--- config.mk ---
export PLATFORM = sky130hd
export DESIGN_NAME = bus_arbiter_mux
export DESIGN_NICKNAME = d
export VERILOG_FILES = /design/src/rtl/bus_mux_pkg.sv /design/src/rtl/bus_arbiter_mux_rr_arbiter.sv /design/src/rtl/bus_arbiter_mux.sv
export SDC_FILE = /design/constraint.sdc
export NUM_CORES = 2
export LEC_CHECK = 0
export ABC_CLOCK_PERIOD_IN_PS = 80900
export BUFFER_PORTS_ARGS = -buffer_cell sky130_fd_sc_hd__buf_2
export CORE_AREA = 5 5 433 435
export DETAILED_ROUTE_END_ITERATION = 8
export DIE_AREA = 0 0 438 440
export GPL_TIMING_DRIVEN = 0
export PLACE_DENSITY = 0.53
export SLEW_MARGIN = 20
export SYNTH_ARGS = -nofsm -noshare
export SYNTH_HDL_FRONTEND = slang
export SYNTH_HIERARCHICAL = 1
export SYNTH_SLANG_ARGS = --single-unit
--- constraint.sdc ---
create_clock -name clock -period 80.9 [get_ports clock]
set_input_delay 12.135 -clock clock [delete_from_list [all_inputs] [get_ports clock]]
set_output_delay 12.135 -clock clock [all_outputs]
set_load 0.005 [all_outputs]
--- src/rtl/bus_mux_pkg.sv ---
// Shared types and helpers for the round-robin bus multiplexer.
package bus_mux_pkg;

  typedef enum logic {
    IDLE  = 1'b0,
    GRANT = 1'b1
  } state_e;

  // Wide enough for the largest hold limit (15).
  localparam int HOLD_W = 4;

  // Increment an index modulo n; anything at or past n-1 wraps to 0.
  function automatic logic [31:0] inc_mod(input logic [31:0] v, input int unsigned n);
    return (v + 32'd1 >= n) ? 32'd0 : v + 32'd1;
  endfunction

endpackage

--- src/rtl/bus_arbiter_mux_rr_arbiter.sv ---
// Combinational round-robin search: first requester at or above ptr,
// wrapping modulo NUM_SRC. Produces one-hot grant, its index and any-request.
module rr_arbiter
  import bus_mux_pkg::*;
#(
  parameter int NUM_SRC = 32,
  parameter int SEL_W   = $clog2(NUM_SRC)
) (
  input  logic [NUM_SRC-1:0] req_i,
  input  logic [SEL_W-1:0]   ptr_i,
  output logic [NUM_SRC-1:0] gnt_o,
  output logic [SEL_W-1:0]   idx_o,
  output logic               any_o
);

  logic [31:0] cand;

  // Walk NUM_SRC candidates from ptr; the first hit wins.
  always_comb begin
    gnt_o = '0;
    idx_o = '0;
    any_o = 1'b0;
    cand  = 32'(ptr_i);
    for (int k = 0; k < NUM_SRC; k++) begin
      if (!any_o && req_i[cand[SEL_W-1:0]]) begin
        any_o = 1'b1;
        idx_o = cand[SEL_W-1:0];
      end
      cand = inc_mod(cand, NUM_SRC);
    end
    gnt_o[idx_o] = any_o;
  end

endmodule

--- src/rtl/bus_arbiter_mux.sv ---
// Registered bus multiplexer with round-robin arbitration, a hold limit per
// grant, and a forced-select override that freezes the arbitration state.
module bus_arbiter_mux
  import bus_mux_pkg::*;
#(
  parameter int DATA_W   = 32,
  parameter int NUM_SRC  = 32,
  parameter int SEL_W    = $clog2(NUM_SRC),
  parameter int MAX_HOLD = 4
) (
  input  logic                      clock,
  input  logic                      clear,
  input  logic [NUM_SRC*DATA_W-1:0] src_data,
  input  logic [NUM_SRC-1:0]        src_req,
  input  logic                      force_en,
  input  logic [SEL_W-1:0]          force_sel,
  output logic [DATA_W-1:0]         bus_out,
  output logic                      bus_valid,
  output logic [NUM_SRC-1:0]        grant,
  output logic [SEL_W-1:0]          grant_sel,
  output logic                      sel_err
);

  state_e               state_q, state_d;
  logic [SEL_W-1:0]     ptr_q, ptr_d;
  logic [HOLD_W-1:0]    hold_q, hold_d;
  logic [SEL_W-1:0]     g_q, g_d;        // arbitrated owner, kept across forced mode
  logic [NUM_SRC-1:0]   grant_q, grant_d;
  logic [SEL_W-1:0]     sel_q, sel_d;
  logic [DATA_W-1:0]    bus_q, bus_d;
  logic                 valid_q, valid_d;
  logic                 err_q, err_d;

  logic [SEL_W-1:0]     g_next;
  logic [SEL_W-1:0]     arb_ptr;
  logic [NUM_SRC-1:0]   arb_gnt;
  logic [SEL_W-1:0]     arb_idx;
  logic                 arb_any;
  logic [DATA_W-1:0]    arb_word, g_word, frc_word;
  logic                 frc_bad;

  // In GRANT a rearbitration always starts just past the current owner.
  assign g_next  = SEL_W'(inc_mod(32'(g_q), NUM_SRC));
  assign arb_ptr = (state_q == GRANT) ? g_next : ptr_q;

  rr_arbiter #(
    .NUM_SRC (NUM_SRC),
    .SEL_W   (SEL_W)
  ) u_rr (
    .req_i (src_req),
    .ptr_i (arb_ptr),
    .gnt_o (arb_gnt),
    .idx_o (arb_idx),
    .any_o (arb_any)
  );

  assign arb_word = src_data[arb_idx*DATA_W +: DATA_W];
  assign g_word   = src_data[g_q*DATA_W +: DATA_W];
  assign frc_word = src_data[force_sel*DATA_W +: DATA_W];
  assign frc_bad  = 32'(force_sel) >= NUM_SRC;

  // Next-state and next-output selection: forced mode, then FSM.
  always_comb begin
    state_d = state_q;
    ptr_d   = ptr_q;
    hold_d  = hold_q;
    g_d     = g_q;
    grant_d = grant_q;
    sel_d   = sel_q;
    bus_d   = bus_q;
    valid_d = valid_q;
    err_d   = 1'b0;
    if (force_en) begin
      // Arbitration state is frozen; only the output registers move.
      if (frc_bad) begin
        grant_d = '0;
        bus_d   = '0;
        valid_d = 1'b0;
        err_d   = 1'b1;
      end else begin
        grant_d = NUM_SRC'(1) << force_sel;
        sel_d   = force_sel;
        bus_d   = frc_word;
        valid_d = 1'b1;
      end
    end else begin
      case (state_q)
        IDLE: begin
          if (arb_any) begin
            state_d = GRANT;
            g_d     = arb_idx;
            hold_d  = HOLD_W'(1);
            grant_d = arb_gnt;
            sel_d   = arb_idx;
            bus_d   = arb_word;
            valid_d = 1'b1;
          end else begin
            grant_d = '0;
            valid_d = 1'b0;
          end
        end
        GRANT: begin
          if (!src_req[g_q] || hold_q == HOLD_W'(MAX_HOLD)) begin
            // Grant ends by release or expiry; ptr moves past the owner.
            ptr_d = g_next;
            if (arb_any) begin
              g_d     = arb_idx;
              hold_d  = HOLD_W'(1);
              grant_d = arb_gnt;
              sel_d   = arb_idx;
              bus_d   = arb_word;
              valid_d = 1'b1;
            end else begin
              state_d = IDLE;
              hold_d  = '0;
              grant_d = '0;
              valid_d = 1'b0;
            end
          end else begin
            hold_d  = hold_q + HOLD_W'(1);
            grant_d = NUM_SRC'(1) << g_q;
            sel_d   = g_q;
            bus_d   = g_word;
            valid_d = 1'b1;
          end
        end
        default: state_d = IDLE;
      endcase
    end
  end

  // State and output registers with synchronous clear.
  always_ff @(posedge clock) begin
    if (clear) begin
      state_q <= IDLE;
      ptr_q   <= '0;
      hold_q  <= '0;
      g_q     <= '0;
      grant_q <= '0;
      sel_q   <= '0;
      bus_q   <= '0;
      valid_q <= 1'b0;
      err_q   <= 1'b0;
    end else begin
      state_q <= state_d;
      ptr_q   <= ptr_d;
      hold_q  <= hold_d;
      g_q     <= g_d;
      grant_q <= grant_d;
      sel_q   <= sel_d;
      bus_q   <= bus_d;
      valid_q <= valid_d;
      err_q   <= err_d;
    end
  end

  assign bus_out   = bus_q;
  assign bus_valid = valid_q;
  assign grant     = grant_q;
  assign grant_sel = sel_q;
  assign sel_err   = err_q;

endmodule
# ---- After elaboration in Yosys (flattened, before gate mapping)
# Cells that the tools add are included.
dict set report word_totals {
  ff_bits 85
  latch_bits 0
  ram_bits 0
  mem_bits_ro 0
  in_bits 1064
  out_inout_bits 71
  word_cells 375
  memories 0
}
dict set report classes {
  addsub 33
  n_mul 0
  div_mod_pow 0
  n_lt_le_gt_ge 67
  n_eq_ne 3
  n_shift 5
  mux 188
  bitwise_logic 3
  n_reduce_logical 68
}
# op count
set op_table {}
lappend op_table {{$shiftx 1024x11->32} 3}
lappend op_table {{$mux 32} 36}
lappend op_table {{$ge 32x6->1 const B} 31}
lappend op_table {{$add 32x1->32 const B} 30}
lappend op_table {{$lt 5x6->1 const B} 34}
lappend op_table {{$mux 5} 40}
lappend op_table {{$bmux 1 s5} 33}
lappend op_table {{$pmux 32 s2} 2}
lappend op_table {{$mux 1} 70}
lappend op_table {{$shl 1x5->32 const A} 2}
lappend op_table {{$and 32x32->32} 1}
lappend op_table {{$logic_and 1x1->1} 32}
lappend op_table {{$logic_not 1->1} 32}
lappend op_table {{$pmux 5 s2} 2}
lappend op_table {{$add 5x1->6 const B} 2}
lappend op_table {{$mux 4} 2}
lappend op_table {{$pmux 4 s2} 1}
lappend op_table {{$ge 6x6->1 const B} 1}
lappend op_table {{$demux 1 s5} 1}
lappend op_table {{$ge 5x1->1 const B} 1}
lappend op_table {{$add 4x1->4 const B} 1}
lappend op_table {{$eq 4x3->1 const B} 1}
lappend op_table {{$reduce_and 2->1} 2}
lappend op_table {{$reduce_and 3->1} 1}
lappend op_table {{other kinds (5)} 6}

# ---- Logic depth before layout (Yosys ltp)
dict set report depth {
  word_depth 110
  ltp_mapped 175
  mapped_depth_nobuf 135
}

# ---- Cells and area by module
# Netlist, hierarchy kept.
# module n_inst cells_per_inst area_per_inst_um2 seq_area_each_um2
set by_module_without_submodules {}
lappend by_module_without_submodules {bus_arbiter_mux 1 2312 28586.2 1701.6}
lappend by_module_without_submodules {rr_arbiter 1 2134 14549.0 0.0}

# ---- Worst setup path before layout
# OpenSTA, ideal clock, no wires.
dict set report synth_path {
  kind {reg-to-reg}
  from {register g_q[0]}
  to {register bus_q[12], in the netlist bus_out[12]}
  arrival_time_ns 35.261
  t_required_ns 80.764
  path_slack_ns 45.503
  path_stages_with_launch 159
  n_path_buf 48
  synth_period_minus_slack_ns 35.397
  path_cell_list {dfxtp_1 -> buf_6 -> buf_6 -> buf_6 -> buf_6 -> buf_4 -> buf_4 -> inv_1 -> mux2_2 -> buf_2 -> buf_2 -> buf_1 -> clkbuf_1 -> clkbuf_1 -> buf_1 -> clkbuf_1 -> clkbuf_1 -> clkbuf_1 -> (+123 left out) -> ha_1 -> clkbuf_1 -> nor2_1 -> nand3_1 -> nand4_1 -> a2111o_1 -> nand3_1 -> o211ai_1 -> o211ai_2 -> clkbuf_1 -> clkbuf_1 -> clkbuf_1 -> clkbuf_1 -> mux4_2 -> o211ai_1 -> o221ai_1 -> a211oi_1 -> o32ai_1}
}
dict set report synth_via {
  elab_chain_len 106
  elab_cells_between_ends 297
  cone_classes {32 x add/sub; 32 x order compare; 2 x shift; 167 x mux; 64 x reduce/logical}
}
# element line
set synth_rtl {}
lappend synth_rtl {{from (decl)} bus_arbiter_mux.sv:27} ;# logic [SEL_W-1:0] g_q, g_d;
lappend synth_rtl {{from (signal assigned)} bus_arbiter_mux.sv:148} ;# g_q <= g_d;
lappend synth_rtl {{$add 5x1->6 (*)} bus_mux_pkg.sv:14} ;# return (v + 32'd1 >= n) ? 32'd0 : v + 32'd1;
lappend synth_rtl {{$ge 6x6->1} bus_mux_pkg.sv:14}
lappend synth_rtl {{$mux 5 (*)} bus_mux_pkg.sv:14}
lappend synth_rtl {{$mux 5 (*)} bus_arbiter_mux.sv:44} ;# assign arb_ptr = (state_q == GRANT) ? g_next : ptr_q;
lappend synth_rtl {{via arb_ptr[0]} bus_arbiter_mux.sv:35} ;# logic [SEL_W-1:0] arb_ptr;
lappend synth_rtl {{$add 5x1->6} bus_mux_pkg.sv:14}
lappend synth_rtl {{$ge 32x6->1} bus_mux_pkg.sv:14}
lappend synth_rtl {{$mux 32} bus_mux_pkg.sv:14}
lappend synth_rtl {{(+92 left out)} n/a}
lappend synth_rtl {{$logic_and 1x1->1} bus_arbiter_mux_rr_arbiter.sv:25} ;# if (!any_o && req_i[cand[SEL_W-1:0]]) begin
lappend synth_rtl {{$mux 5 (*)} bus_arbiter_mux_rr_arbiter.sv:25}
lappend synth_rtl {{via arb_idx[2]} bus_arbiter_mux.sv:37} ;# logic [SEL_W-1:0] arb_idx;
lappend synth_rtl {{$shiftx 1024x11->32 (*)} bus_arbiter_mux.sv:57} ;# assign arb_word = src_data[arb_idx*DATA_W +: DATA_W];
lappend synth_rtl {{$mux 32 (*)} {bus_arbiter_mux.sv:89, bus_arbiter_mux.sv:106}}
lappend synth_rtl {{$mux 32} bus_arbiter_mux.sv:103} ;# if (!src_req[g_q] || hold_q == HOLD_W'(MAX_HOLD)) begin
lappend synth_rtl {{$pmux 32 s2 (*)} bus_arbiter_mux.sv:87} ;# case (state_q)
lappend synth_rtl {{$mux 32 (*)} bus_arbiter_mux.sv:73} ;# if (force_en) begin
lappend synth_rtl {{to (signal assigned)} bus_arbiter_mux.sv:151} ;# bus_q <= bus_d;
lappend synth_rtl {{to (decl)} bus_arbiter_mux.sv:30} ;# logic [DATA_W-1:0] bus_q, bus_d;
# Mark *: on every way through the listed nets, which the timed path passes. The rest lies on a longest branch. The select of a mux whose other input is x is not followed.
# A chain may end at the register's enable or synchronous reset.

# ---- Worst setup path after layout
dict set report layout_path {
  from {register g_q[0]}
  to {register bus_q[19], in the netlist bus_out[19]}
}
# The elaborated chain is that of the path after synthesis.

==> results.sh <==
export IMPL_final_nets=6739
export IMPL_synth_edf_count=0
export IMPL_finalSetupViolations=0
export IMPL_drt_first_pass_iters=8
export IMPL_synth_cell_types=143
export IMPL_synthesis_nets=5581
export IMPL_crit_top_cell="clkbuf_1"
export IMPL_fin_crit_ps=49560
export IMPL_maxCapViolations=0
export IMPL_relSlewSlack_pct=11.1
export IMPL_dieArea_mm2=0.193
export IMPL_required_ps=81160
export IMPL_routabilityCongestion=1.07
export IMPL_period_share_pct=61.3
export IMPL_clockRootBuffer="clkbuf_16"
export IMPL_dp_hpwl_mm=355
export IMPL_synthTopCellsByArea="mux4_2 43%, mux2i_1 8.1%, dfxtp_1 3.9%, nor2_1 3.4%, nand2_1 3.3%"
export IMPL_overflow=0
export IMPL_dr_total_vias=57200
export IMPL_instances_no_fill=8277
export IMPL_grt_max_degree=19
export IMPL_fin_tns_setup_ps=0
export IMPL_grt_use_total_pct=41.5
export IMPL_synth_top_cell_by_area="mux4_2"
export IMPL_io_buffer_count=1127
export IMPL_syn_area_mm2=0.0431
export IMPL_path_max_fanout=14
export IMPL_drive_gt1_share_pct=43.6
export IMPL_cts_tree="yes"
export IMPL_clkTransAtPathRegs_ps=100
export IMPL_n_fill_cell=19700
export IMPL_ys_seq_area_share_pct=3.94
export IMPL_synthFlopType="dfxtp_1"
export IMPL_async_reset_ff_share_pct=0
export IMPL_dieWidth_um=438
export IMPL_via_per_inst=6.91
export IMPL_drc=0
export IMPL_rsz0062_at_grt="no"
export IMPL_start_util_pct=23.6
export IMPL_hold_path_class="flip-flop to flip-flop"
export IMPL_synth_top_cell_area_share_pct=43.1
export IMPL_clock_latency_ps=450
export IMPL_drt_wirelength_per_cell_um=51.0
export IMPL_hold_violations=0
export IMPL_die_h_um=440
export IMPL_yosysMostFrequentCell="mux4_2"
export IMPL_drv_slew=0
export IMPL_core_area_mm2=0.183
export IMPL_area_growth_synth_to_final_pct=23.8
export IMPL_slowest_delay_ps=990
export IMPL_numCtsBuffers=9
export IMPL_synth_area_per_cell_um2=9.70
export IMPL_clock_skew_ps=46.8
export IMPL_arrival_ps=49810
export IMPL_antenna_found_initial=370
export IMPL_rows=157
export IMPL_worst_slew_pin_slew_ps=1330
export IMPL_ys_top_cells_by_count="825 x mux4_2, 387 x nor2_1, 384 x nand2_1"
export IMPL_placedCellCount=7978
export IMPL_worstSetupPathType="flip-flop to flip-flop"
export IMPL_ys_warnings_count=6
export IMPL_postRouteAntennaNets=0
export IMPL_max_freq_ghz=0.0202
export IMPL_htreeDepth=3
export IMPL_totalWireLength_mm=422
export IMPL_critPathLaunchType="flip-flop"
export IMPL_drtIter0Drc=10200
export IMPL_grt_first_pass_wirelength_mm=528
export IMPL_grt_pass1_vias=50900
export IMPL_clockBufferDepth=2
export IMPL_cts_setup_buffers=0
export IMPL_cts_hold_buf=0
export IMPL_io_pins=1135
export IMPL_outcome="completed"
export IMPL_cp_slowest_cell="buf_1"
export IMPL_synthCells=4446
export IMPL_postCtsResizedCells=0
export IMPL_crit_path_end_kind="flip-flop"
export IMPL_cts_sinks=85
export IMPL_ys_seq_elements=85
-- placed cells by master, fill, tap and decap left out, types with 85 or more instances in the layout --
cell type	n
nand2_1	384
a211oi_1	88
nor2_1	385
dfxtp_1	85
mux4_2	825
clkbuf_1	191
diode_2	283
nand3_1	88
o21ai_0	209
a21oi_1	204
buf_2	1248
mux2i_1	326
inv_1	117
-- final cells by class --
class,count,area [µm²],area share [%]
flip-flops and latches,85,1700,3.19
repair buffers,1147,6040,11.3
clock inverters,7,81.3,0.152
clock buffers,9,225,0.422
plain buffers,459,2220,4.16
inverters,127,477,0.893
well taps,2385,2980,5.59
diodes,283,708,1.33
multi-input cells,3775,39000,73.0
-- layer usage --
metal  GRT usage, %  vias to the layer above  part of all wire, %
met2           61.2                     5684                   42
li1               -                    21100                    -
met5          0.983                        -                 0.10
met3           17.8                     1563                   13
met4           35.4                       60                   10
met1           45.9                    28700                   34
-- sequential cells by signal, indices dropped and copies added, names as in the netlist --
signal     flops
ptr_q          5
state_q        1
grant         32
bus_out       32
hold_q         4
bus_valid      1
g_q            5
grant_sel      5
-- stage by stage --
step                instance area (µm²)  setup slack (ps)  util (%)  hold WS (ps)
global placement                  51800             31490      28.3           469
global route                      53200             28830      29.1           522
CTS                               52700             32280      28.8           498
finish                            53400             31340      29.2           498
floorplan                         43100             45500         -           453
detailed placement                52400             32400      28.7           480
-- cells by family after synthesis --
logic type | count (synthesis) | synth area share, %
and+or+nand+nor | 1256 | 14.2
muxes | 1235 | 53.0
AOI/OAI and AO/OA | 1178 | 20.0
buffers and inverters | 586 | 6.00
DFF | 85 | 3.94
adders and majority gates | 71 | 2.06
xor gates and xnor gates | 34 | 0.827
other | 1 | 0.00869
-- worst max-delay path: cells and delay by family (launching register included) --
| kind | cells | cell delay, ps |
|---|---|---|
| adders and majority gates | 19 | 5720 |
| buffers and inverters | 65 | 21230 |
| and+or+nand+nor | 30 | 7620 |
| AOI/OAI and AO/OA | 39 | 13660 |
| DFF | 1 | 350 |
| muxes | 2 | 620 |
-- final timing paths --
kind | start | endpoint | slack, ps | cells past startpoint
worst max-delay path | g_q[0]$_SDFFE_PP0P_ | bus_out[19]$_SDFF_PP0_ | 31340 | 155
worst min-delay path | hold_q[1]$_SDFFE_PP0P_ | hold_q[1]$_SDFFE_PP0P_ | 500 | 2
worst max register to register | g_q[0]$_SDFFE_PP0P_ | bus_out[19]$_SDFF_PP0_ | 31340 | 155
worst min register to register | hold_q[1]$_SDFFE_PP0P_ | hold_q[1]$_SDFFE_PP0P_ | 500 | 2
Power is left out: the tool's default activity adds up to more than one toggle a clock period on the data nets, which glitch-free logic cannot reach.
